`src/rtl/bcd_to_binary_if.sv`:
```
// Handshake and result bundle for the sequential BCD-to-binary converter.
// The master issues start/digits; the slave returns status and the held result.
interface bcd_to_binary_if #(
    parameter int SIZE        = 8,
    parameter int DIGIT_COUNT = 3
);
    logic                       start;
    logic [4*DIGIT_COUNT-1:0]   digits;
    logic                       busy;
    logic                       done;
    logic [SIZE-1:0]            data;
    logic                       overflow;
    logic                       invalid;

    modport master (
        output start, digits,
        input  busy, done, data, overflow, invalid
    );

    modport slave (
        input  start, digits,
        output busy, done, data, overflow, invalid
    );
endinterface

```
`src/rtl/bcd_to_binary.sv`:
```
// Sequential BCD-to-binary converter using reverse double dabble: one right
// shift plus per-digit correction per clock, 4*DIGIT_COUNT iterations.
module bcd_to_binary #(
    parameter int SIZE        = 8,
    parameter int DIGIT_COUNT = 3
) (
    input  logic           clk,
    input  logic           reset,
    bcd_to_binary_if.slave bus
);
    localparam int W    = 4 * DIGIT_COUNT;
    localparam int CW   = $clog2(4 * DIGIT_COUNT + 1);
    localparam int XW   = (SIZE > W) ? SIZE : W;
    localparam logic [CW-1:0] LAST = CW'(W - 1);

    typedef enum logic {IDLE, SHIFT} state_t;

    state_t            state_r;
    logic [W-1:0]      bcd_r;
    logic [W-1:0]      bin_r;
    logic [CW-1:0]     cnt_r;
    logic              inv_r;
    logic              busy_r;
    logic              done_r;
    logic [SIZE-1:0]   data_r;
    logic              overflow_r;
    logic              invalid_r;

    logic [2*W-1:0]    shifted_s;
    logic [W-1:0]      next_bcd_s;
    logic [W-1:0]      next_bin_s;
    logic [XW-1:0]     ext_bin_s;
    logic              next_ovf_s;

    // Undo the doubling that a left-shifting encoder would have applied.
    function automatic logic [3:0] dabble_fix(input logic [3:0] dig);
        logic [3:0] res;
        if (dig >= 4'd8) begin
            res = dig - 4'd3;
        end else begin
            res = dig;
        end
        return res;
    endfunction

    function automatic logic any_digit_invalid(input logic [W-1:0] d);
        logic bad;
        bad = 1'b0;
        for (int i = 0; i < DIGIT_COUNT; i++) begin
            bad = bad | (d[4*i+3] & (d[4*i+2] | d[4*i+1]));
        end
        return bad;
    endfunction

    // One iteration: shift the concatenated pair right, then correct each BCD digit.
    always_comb begin
        shifted_s  = {bcd_r, bin_r} >> 1;
        next_bcd_s = '0;
        for (int i = 0; i < DIGIT_COUNT; i++) begin
            next_bcd_s[4*i +: 4] = dabble_fix(shifted_s[W + 4*i +: 4]);
        end
        next_bin_s = shifted_s[W-1:0];
        ext_bin_s  = XW'(next_bin_s);
        next_ovf_s = |(next_bin_s >> SIZE);
    end

    // Control FSM, datapath registers and registered result outputs.
    always_ff @(posedge clk or negedge reset) begin
        if (!reset) begin
            state_r    <= IDLE;
            bcd_r      <= '0;
            bin_r      <= '0;
            cnt_r      <= '0;
            inv_r      <= 1'b0;
            busy_r     <= 1'b0;
            done_r     <= 1'b0;
            data_r     <= '0;
            overflow_r <= 1'b0;
            invalid_r  <= 1'b0;
        end else begin
            done_r <= 1'b0;
            case (state_r)
                IDLE: begin
                    if (bus.start) begin
                        bcd_r   <= bus.digits;
                        bin_r   <= '0;
                        inv_r   <= any_digit_invalid(bus.digits);
                        cnt_r   <= '0;
                        busy_r  <= 1'b1;
                        state_r <= SHIFT;
                    end else begin
                        busy_r  <= 1'b0;
                    end
                end
                SHIFT: begin
                    bcd_r <= next_bcd_s;
                    bin_r <= next_bin_s;
                    cnt_r <= cnt_r + CW'(1);
                    if (cnt_r == LAST) begin
                        busy_r    <= 1'b0;
                        done_r    <= 1'b1;
                        state_r   <= IDLE;
                        invalid_r <= inv_r;
                        // Non-decimal input yields a zero result rather than garbage.
                        if (inv_r) begin
                            data_r     <= '0;
                            overflow_r <= 1'b0;
                        end else begin
                            data_r     <= ext_bin_s[SIZE-1:0];
                            overflow_r <= next_ovf_s;
                        end
                    end else begin
                        busy_r <= 1'b1;
                    end
                end
                default: begin
                    state_r <= IDLE;
                    busy_r  <= 1'b0;
                end
            endcase
        end
    end

    assign bus.busy     = busy_r;
    assign bus.done     = done_r;
    assign bus.data     = data_r;
    assign bus.overflow = overflow_r;
    assign bus.invalid  = invalid_r;
endmodule
```
`src/flat_wrapper.sv`:
```
// flat-port wrapper written by rule: the top's interface ports become plain ports
module bcd_to_binary_flat 
#(
    parameter int SIZE        = 8,
    parameter int DIGIT_COUNT = 3
)
  (clk, reset, bus_start, bus_digits, bus_busy, bus_done, bus_data, bus_overflow, bus_invalid);
  bcd_to_binary_if #(.SIZE(SIZE), .DIGIT_COUNT(DIGIT_COUNT)) bus_i ();
  input  logic clk;
  input  logic reset;
  input wire logic [$bits(bus_i.start)-1:0] bus_start;
  input wire logic [$bits(bus_i.digits)-1:0] bus_digits;
  output wire logic [$bits(bus_i.busy)-1:0] bus_busy;
  output wire logic [$bits(bus_i.done)-1:0] bus_done;
  output wire logic [$bits(bus_i.data)-1:0] bus_data;
  output wire logic [$bits(bus_i.overflow)-1:0] bus_overflow;
  output wire logic [$bits(bus_i.invalid)-1:0] bus_invalid;
  assign bus_i.start = bus_start;
  assign bus_i.digits = bus_digits;
  assign bus_busy = bus_i.busy;
  assign bus_done = bus_i.done;
  assign bus_data = bus_i.data;
  assign bus_overflow = bus_i.overflow;
  assign bus_invalid = bus_i.invalid;
  bcd_to_binary #(.SIZE(SIZE), .DIGIT_COUNT(DIGIT_COUNT)) u_core (.clk(clk), .reset(reset), .bus(bus_i));
endmodule
```
`config.mk`:
```
export PLATFORM = sky130hd
export DESIGN_NAME = bcd_to_binary_flat
export DESIGN_NICKNAME = d
export VERILOG_FILES = /design/src/rtl/bcd_to_binary_if.sv /design/src/rtl/bcd_to_binary.sv /design/src/flat_wrapper.sv
export SDC_FILE = /design/constraint.sdc
export NUM_CORES = 1
export LEC_CHECK = 0
export ABC_AREA = 1
export CAP_MARGIN = 10
export CORE_MARGIN = 8
export CORE_UTILIZATION = 53
export DETAILED_ROUTE_END_ITERATION = 6
export GPL_ROUTABILITY_DRIVEN = 1
export PLACE_DENSITY = 0.9
export SLEW_MARGIN = 20
export SYNTH_ARGS = -nofsm -noshare
export SYNTH_HDL_FRONTEND = slang
export SYNTH_SLANG_ARGS = --single-unit
```
`constraint.sdc`:
```
create_clock -name clk -period 1.4 [get_ports clk]
set_input_delay 0.42 -clock clk [delete_from_list [all_inputs] [get_ports clk]]
set_output_delay 0.42 -clock clk [all_outputs]
set_load 0.02 [all_outputs]
```
==> summary.md, run 1 <==
| Metric | Value |
|---|---|
| Outcome | completed |
| Die width | roughly 75 um |
| Sequential fraction of the synthesis area | 54.5% |
| Drt wl/cell | 13.3 um |
| Slew Limit Fails | 0 |
| Drc violations | 0 |
| Fraction of layout instances using a drive strength above 1 | 17.3% |
| Async SR Flop Fraction | 100% |
| Port Buf Inserts | 26 |
| Max Cap Viol | 0 |
| Peak supply drop | ~0.00073 V |
| Post-synth EDFFs | 0 |
| Final WL | 3.77 mm |
| CP Data Arrival Time | around 910 ps |
| Vias/cell | 5.19 |
| Setup TNS | 0 ps |
| Slew margin rel. | 77.3% |
| Hold Vio Cnt, Final | 0 |
| Critical path data required time | 980 ps |
| Num ports | 27 |
| Tot Pwr | 4.15 mW |
| Fmax | 0.754 GHz |
| Count of final setup violators | 0 |
| Layout net count | 257 |
| Full die area | 5610 um2 |
| Pleak | between 1 and 1.5 nW |
| Worst path bufs/invs | 1 |
| CP peak stage delay | 400 ps |
| Area leader, netlist | dfrtp_1 |
| Fillers | 259 |
| Mapped Area | 1840 um2 |
| Largest net degree at the start of global routing | between 40 and 50 |
| Vias | 1469 |
| Initial DRC Count | 88 |
| DP HPWL | around 2.7 mm |
| Area growth syn-to-layout | 17.9% |
| Vias in the first global route | 1455 |
| Worst Path Max Fanout | 2 |
| Top cell type's share of synthesized area | 54.5% |
| Worst Tran Pin Value | 340 ps |
| Core Region | 3340 um2 |
| Worst skew pair latency | 350 ps |
| Worst reg2reg path depth | 7 |
| Worst clock skew | 5.90 ps |
| CP top delay family | flip-flops |
| Worst Setup Start Kind | flop |
| First-pass GRT wire length | 6.42 mm |
| Ys Warns | 0 |
| Clock Sinks | 40 |
| Post-Syn Area per Cell | 9.09 um2 |
| Count leader, synth | nand2_1 |
| Post-synthesis cell type count | 23 |
| Mapped Nets | 222 |
| Die H | ~75 um |
| Total grt overflow | 0 |
| Power per cell area | 1920 nW/um2 |
| Root buf cell | clkbuf_4 |
| Fin crit share | between 90 and 100% |
| Setup bufs post-CTS | 0 |
| Hold Crit Class | in -> async |
| Initial Util | a little under three fifths |
| Reg clk slew, reported paths | 110 ps |
| 1st-pass router iterations | 4 |
| All-Layer GR Usage | 15.5% |
| Synth top area cells | dfrtp_1 (54%), nand2_1 (13%), inv_1 (4.9%) |
| CP cell instances | buf_2 |
| Diode count | 0 |
| Post-synth top flop | dfrtp_1 |
| CTS H-tree lvls | 2 |
| Crit Path Category | reg -> out |
| CTS tree | yes |
| Cells after Synth | 202 |
| #FFs+latches synth | 40 |
| GPL Wtd Cong | 0.890 |
| Final ANT Viol Nets | 0 |
| Reg2reg setup slack | 90 ps |
| Critical Path Stages | 1 |
| Worst setup EP type | output pin |
| Clock buffer depth | 2 |
| Num CTS Buffers | 5 |
| Crit path time final | 1330 ps |
| Crit-path slowest cell | dfrtp_1 |
| Antenna violations before repair | 0 |
| Commonest cells post-synth | nand2_1 (63), dfrtp_1 (40), inv_1 (24) |
| Row count | 21 |
==> path summary, 6_finish.rpt <==
kind / from / end
max in group asynchronous: reset / u_core.bus.overflow
worst min-delay path: reset / u_core.bcd_r[10]
worst max-delay path: u_core.bus.data[0] / bus_data[0]
worst min register to register: u_core.bin_r[2] / u_core.bus.data[1]
worst max register to register: u_core.cnt_r[0] / u_core.bus.data[7]
min in group clk: u_core.bin_r[2] / u_core.bus.data[1]
==> stage by stage <==
step                utilization [%]  instance area [um2]  worst slack [ps]  hold WS [ps]  cells
CTS                            64.6                 2150              48.2          14.2    282
finish                         64.9                 2170              73.1          15.7    283
global route                   64.9                 2170             -16.0          5.03    283
global placement               65.0                 2170             -87.1           402    275
detailed placement             65.0                 2170              -122           404    275
floorplan                         -                 1840               195           124    202
==> kinds of logic (layout without fill, tap and decap cells) <==
group	Yosys count	after routing	synth area share (%)
AOI/OAI and AO/OA	29	29	9.67
adders and majority gates	5	5	3.41
buffers and inverters	36	70	9.40
DFF	40	40	54.5
and+or+nand+nor	92	93	23.0
==> layout make-up <==
type                       instances  area, um2  area share [%]
tap                               46       57.6            2.66
clock inverter                     1       5.00           0.231
multi-input combinational        127        674            31.1
timing repair buffer              34        268            12.4
clock buffer                       6       41.3            1.91
sequential                        40       1000            46.2
inverter                          29        119            5.49
==> layout by cell type, fill, tap and decap left out, types with 7 or more instances in the layout <==
cell type        netlist  routed
o21ai_0               10      10
o22ai_1               10      10
buf_2                  4      13
inv_1                 24      24
dfrtp_1               40      40
nand2_1               63      63
buf_4                  0       7
clkdlybuf4s50_1        0      13
nand3_1               13      13
==> registers in the layout (all words and copies together), names as in the netlist <==
signal and count:
u_core.bcd_r 12, u_core.bin_r 11, u_core.bus.busy 1, u_core.bus.data 8, u_core.bus.done 1, u_core.bus.invalid 1, u_core.bus.overflow 1, u_core.cnt_r 4
u_core.inv_r 1
==> power by group <==
| part | internal (mW) | total, mW | switching, mW |
|---|---|---|---|
| logic | 0.665 | 1.68 | 1.02 |
| registers | 1.62 | 1.93 | 0.311 |
| clock network | 0.185 | 0.543 | 0.358 |
| total | 2.47 | 4.15 | 1.68 |
==> per-layer routing <==
metal  global-route usage, %  vias to the layer above  part of all wire (%)
li1                        -                      713                     -
met3                    5.46                        7                   5.4
met4                    9.78                        0                   2.6
met5                       0                        -                     0
met1                    16.5                      705                    42
met2                    25.4                       44                    50
==> timing repair <==
| item | CTS | global route |
|---|---|---|
| gates cloned | 0 | 1 |
| hold buffers | 0 | 0 |
| endpoints found under the setup margin | 12 | 1 |
| pin swaps | 0 | 1 |
| gates resized for setup | 48 | 0 |
(Power assumes the default switching activity.)
==> run 2, diff against run 1 <==
Settings changed: ABC_AREA 1 to default, CORE_UTILIZATION 53 to 54, PLACE_DENSITY 0.9 to 0.91.
==> summary.md, run 2 <==
| Metric | Value |
|---|---|
| Outcome | completed |
| Worst reg2reg path depth | 4 (-3) |
| GPL Wtd Cong | 0.759 (-15%) |
| 1st-pass router iterations | 2 (-2) |
| Fillers | 285 (+10%) |
| Full die area | 5710 um2 (+1.8%) |
| Worst setup endpoint | bus_busy |
| Power per cell area | 1970 nW/um2 (+2.8%) |
| GR Util met2 | 25.1% (-0.31 points) |
| Most common cell after layout, fill and taps aside | dfrtp_1 |
| First-pass GRT wire length | 6.22 mm (-3.1%) |
| Post-Syn Area per Cell | 10.1 um2 (+11%) |
| Reg2Reg Launch Point | u_core.bus.busy |
| Sequential fraction of the synthesis area | 52.3% (-2.2 points) |
| Reg with most FFs | u_core.bcd_r |
| Hold Vio Cnt, Final | 0 (unchanged) |
| Ys Warns | 0 (unchanged) |
| Worst skew pair latency | 350 ps (about the same) |
| CTS H-tree lvls | 2 (unchanged) |
| Crit Reg-Reg Endpoint | u_core.bus.data[2] |
| Top cell type's share of synthesized area | 52.3% (-2.2 points) |
| CP top delay family | flip-flops |
| Met3 Use GR | 4.08% (-1.4 points) |
| Count leader, synth | dfrtp_1 |
| Clock buffer depth | 2 (unchanged) |
| Async SR Flop Fraction | 100% (unchanged) |
| Area growth syn-to-layout | 19.0% |
| CP Data Arrival Time | 920 ps (about the same) |
| Antenna violations before repair | 0 (unchanged) |
| CTS tree | yes |
| Peak supply drop | 0.000997 V (+36%) |
| Final ANT Viol Nets | 0 (unchanged) |
| Multi-input gate area | 826 um2 (+22%) |
| Grt peak-use layer | met2 |
| Post-synthesis cell type count | 27 (+17%) |
| CP peak stage delay | 430 ps (+30 ps) |
| Area leader, netlist | dfrtp_1 |
| Reg clk slew, reported paths | 110 ps (about the same) |
| Largest net degree at the start of global routing | 41 (unchanged) |
| Fin crit share | 95.9% (+1.1 points) |
| Crit-path slowest cell | dfrtp_1 |
| Num ports | 27 (unchanged) |
| Slew margin rel. | 77.0% (-0.37 points) |
| Die width | 75.5 um (+0.89%) |
| Vias | 1390 (-5.4%) |
| Commonest cells post-synth | dfrtp_1 (40), nand2_1 (29), o21ai_0 (26) |
| Die H | 75.5 um (+0.89%) |
| Vias in the first global route | 1405 (-3.4%) |
| Slew Limit Fails | 0 (unchanged) |
| CP cell instances | buf_6 |
| Max Cap Viol | 0 (unchanged) |
| Worst Setup Start Kind | flop |
| Setup WS pre-CTS | -211 ps (-88.9 ps) |
| Drc violations | 0 (unchanged) |
| Initial DRC Count | 95 (+8.0%) |
| Clock Sinks | 40 (unchanged) |
| Worst Path Max Fanout | 2 (unchanged) |
| Hold Slack | 21.9 ps (+6.20 ps) |
| Worst Setup SP | u_core.bus.busy |
| Max reg flops | 12 (unchanged) |
| Hold-fix buffers, CTS | 0 (unchanged) |
| Met1 Resource Use GR | 15.7% (-0.85 points) |
| Post-synth EDFFs | 0 (unchanged) |
| Post-synth top flop | dfrtp_1 |
| Final WL | 3.71 mm (-1.7%) |
| Reg2reg setup slack | 110 ps (+20 ps) |
| Pleak | 1.06 nW (-5.2%) |
| Storage cell area | 1000 um2 (unchanged) |
| Total grt overflow | 0 (unchanged) |
| Worst Tran Pin Value | 342 ps (+2.42 ps) |
| Hold Crit Class | in -> async |
| Critical Path Stages | 1 (unchanged) |
| Worst clock skew | 6.80 ps (+0.894 ps) |
| Most frequent cells in the layout | dfrtp_1 (40), nand2_1 (29), o21ai_0 (26), nand2b_1 (21), clkdlybuf4s50_1 (13) |
| All-Layer GR Usage | 14.5% (-0.92 points) |
| Worst setup EP type | output pin |
| DP HPWL | 2.64 mm (-3.0%) |
| Mapped Area | 1910 um2 (+4.2%) |
| Row count | 21 (unchanged) |
| Port Buf Inserts | 26 (unchanged) |
| Drt wl/cell | 13.8 um (+3.8%) |
| Critical path data required time | 980 ps (about the same) |
| Post-route worst setup slack | 57.5 ps (-15.5 ps) |
| Worst path bufs/invs | 1 (unchanged) |
| Crit path time final | 1340 ps (+15.5 ps) |
| Core Region | 3360 um2 (+0.79%) |
| Diode count | 0 (unchanged) |
| Cells after Synth | 189 (-6.4%) |
| Synth top area cells | dfrtp_1 (52%), nand2b_1 (6.9%), o21ai_0 (6.8%) |
| Root buf cell | clkbuf_4 |
| #FFs+latches synth | 40 (unchanged) |
| Initial Util | 56.9% (+1.9 points) |
| Fraction of layout instances using a drive strength above 1 | 14.9% (-2.4 points) |
| Layout net count | 241 (-6.2%) |
| Count of final setup violators | 0 (unchanged) |
| Num CTS Buffers | 5 (unchanged) |
| Vias/cell | 5.19 (about the same) |
| Mapped Nets | 209 (-5.9%) |
| Fmax | 0.745 GHz (-1.2%) |
| Crit Path Category | reg -> out |
## run 2: cell types whose count changed after synthesis, sizes merged, moves of 5 or more
cell and delta:
o22ai -9, nor2b +8, o211ai -5, nand3 -12, mux2i +10, inv -24, nor2 -5, o21ai +19
nand2b +21, nand2 -37
## run 2: logic make-up (layout without fill, tap and decap cells)
logic type	Yosys count	count (layout)	share of synthesized area (%)
AO/OA/AOI/OAI	45	45	13.2
XOR/XNOR	6	6	2.75
adder cells (fa/ha/maj)	5	5	3.27
buffers and inverters	17	50	4.71
multiplexers	11	11	6.01
flip-flops	40	40	52.3
AND/OR/NAND/NOR	65	65	17.8
## run 2: per-stage QoR
stage / instances / power (mW) / utilization, % / instance area (um2) / TNS (ps)
floorplan: 189 / 3.33 / - / 1910 / 0
detailed placement: 258 / 4.00 / 66.9 / 2250 / -3090
global route: 268 / 4.84 / 67.7 / 2280 / -5.90
global placement: 258 / 3.88 / 66.9 / 2250 / -2340
CTS: 266 / 4.48 / 66.8 / 2250 / 0
finish: 268 / 4.49 / 67.7 / 2280 / 0
## run 2: final cells by class
class	count	share of cell area [%]
Inverter	5	0.824
Multi-Input combinational cell	132	36.2
Sequential cell	40	43.9
Clock buffer	8	2.58
Timing Repair Buffer	37	13.9
Tap cell	46	2.53
## run 2: routing by layer
layer,vias up,wire length [um],share of wire (%)
li1,696,-,-
met3,6,108,2.9
met5,-,0,0
met2,20,1910,51
met1,668,1610,44
met4,0,75,2.0
## run 2: worst min path at each step
stage / startpoint / end / cells past startpoint
detailed placement: reset / u_core.bin_r[7] / 2
finish: reset / u_core.bin_r[2] / 2
global placement: reset / u_core.bin_r[8] / 2
floorplan: reset / u_core.bcd_r[0] / 0
CTS: reset / u_core.bcd_r[9] / 2
global route: reset / u_core.bcd_r[3] / 2
## run 2: where the power goes
group / total, mW / internal [mW] / switching [mW]
logic: 1.82 / 0.867 / 0.949
registers: 2.08 / 1.65 / 0.431
clock network: 0.599 / 0.248 / 0.351
## run 2: timing repair
item | in CTS | in global routing
setup endpoints to repair | 12 | 10
gates resized for setup | 48 | 5
pin swaps | 0 | 0
buffers inserted | 0 | 2
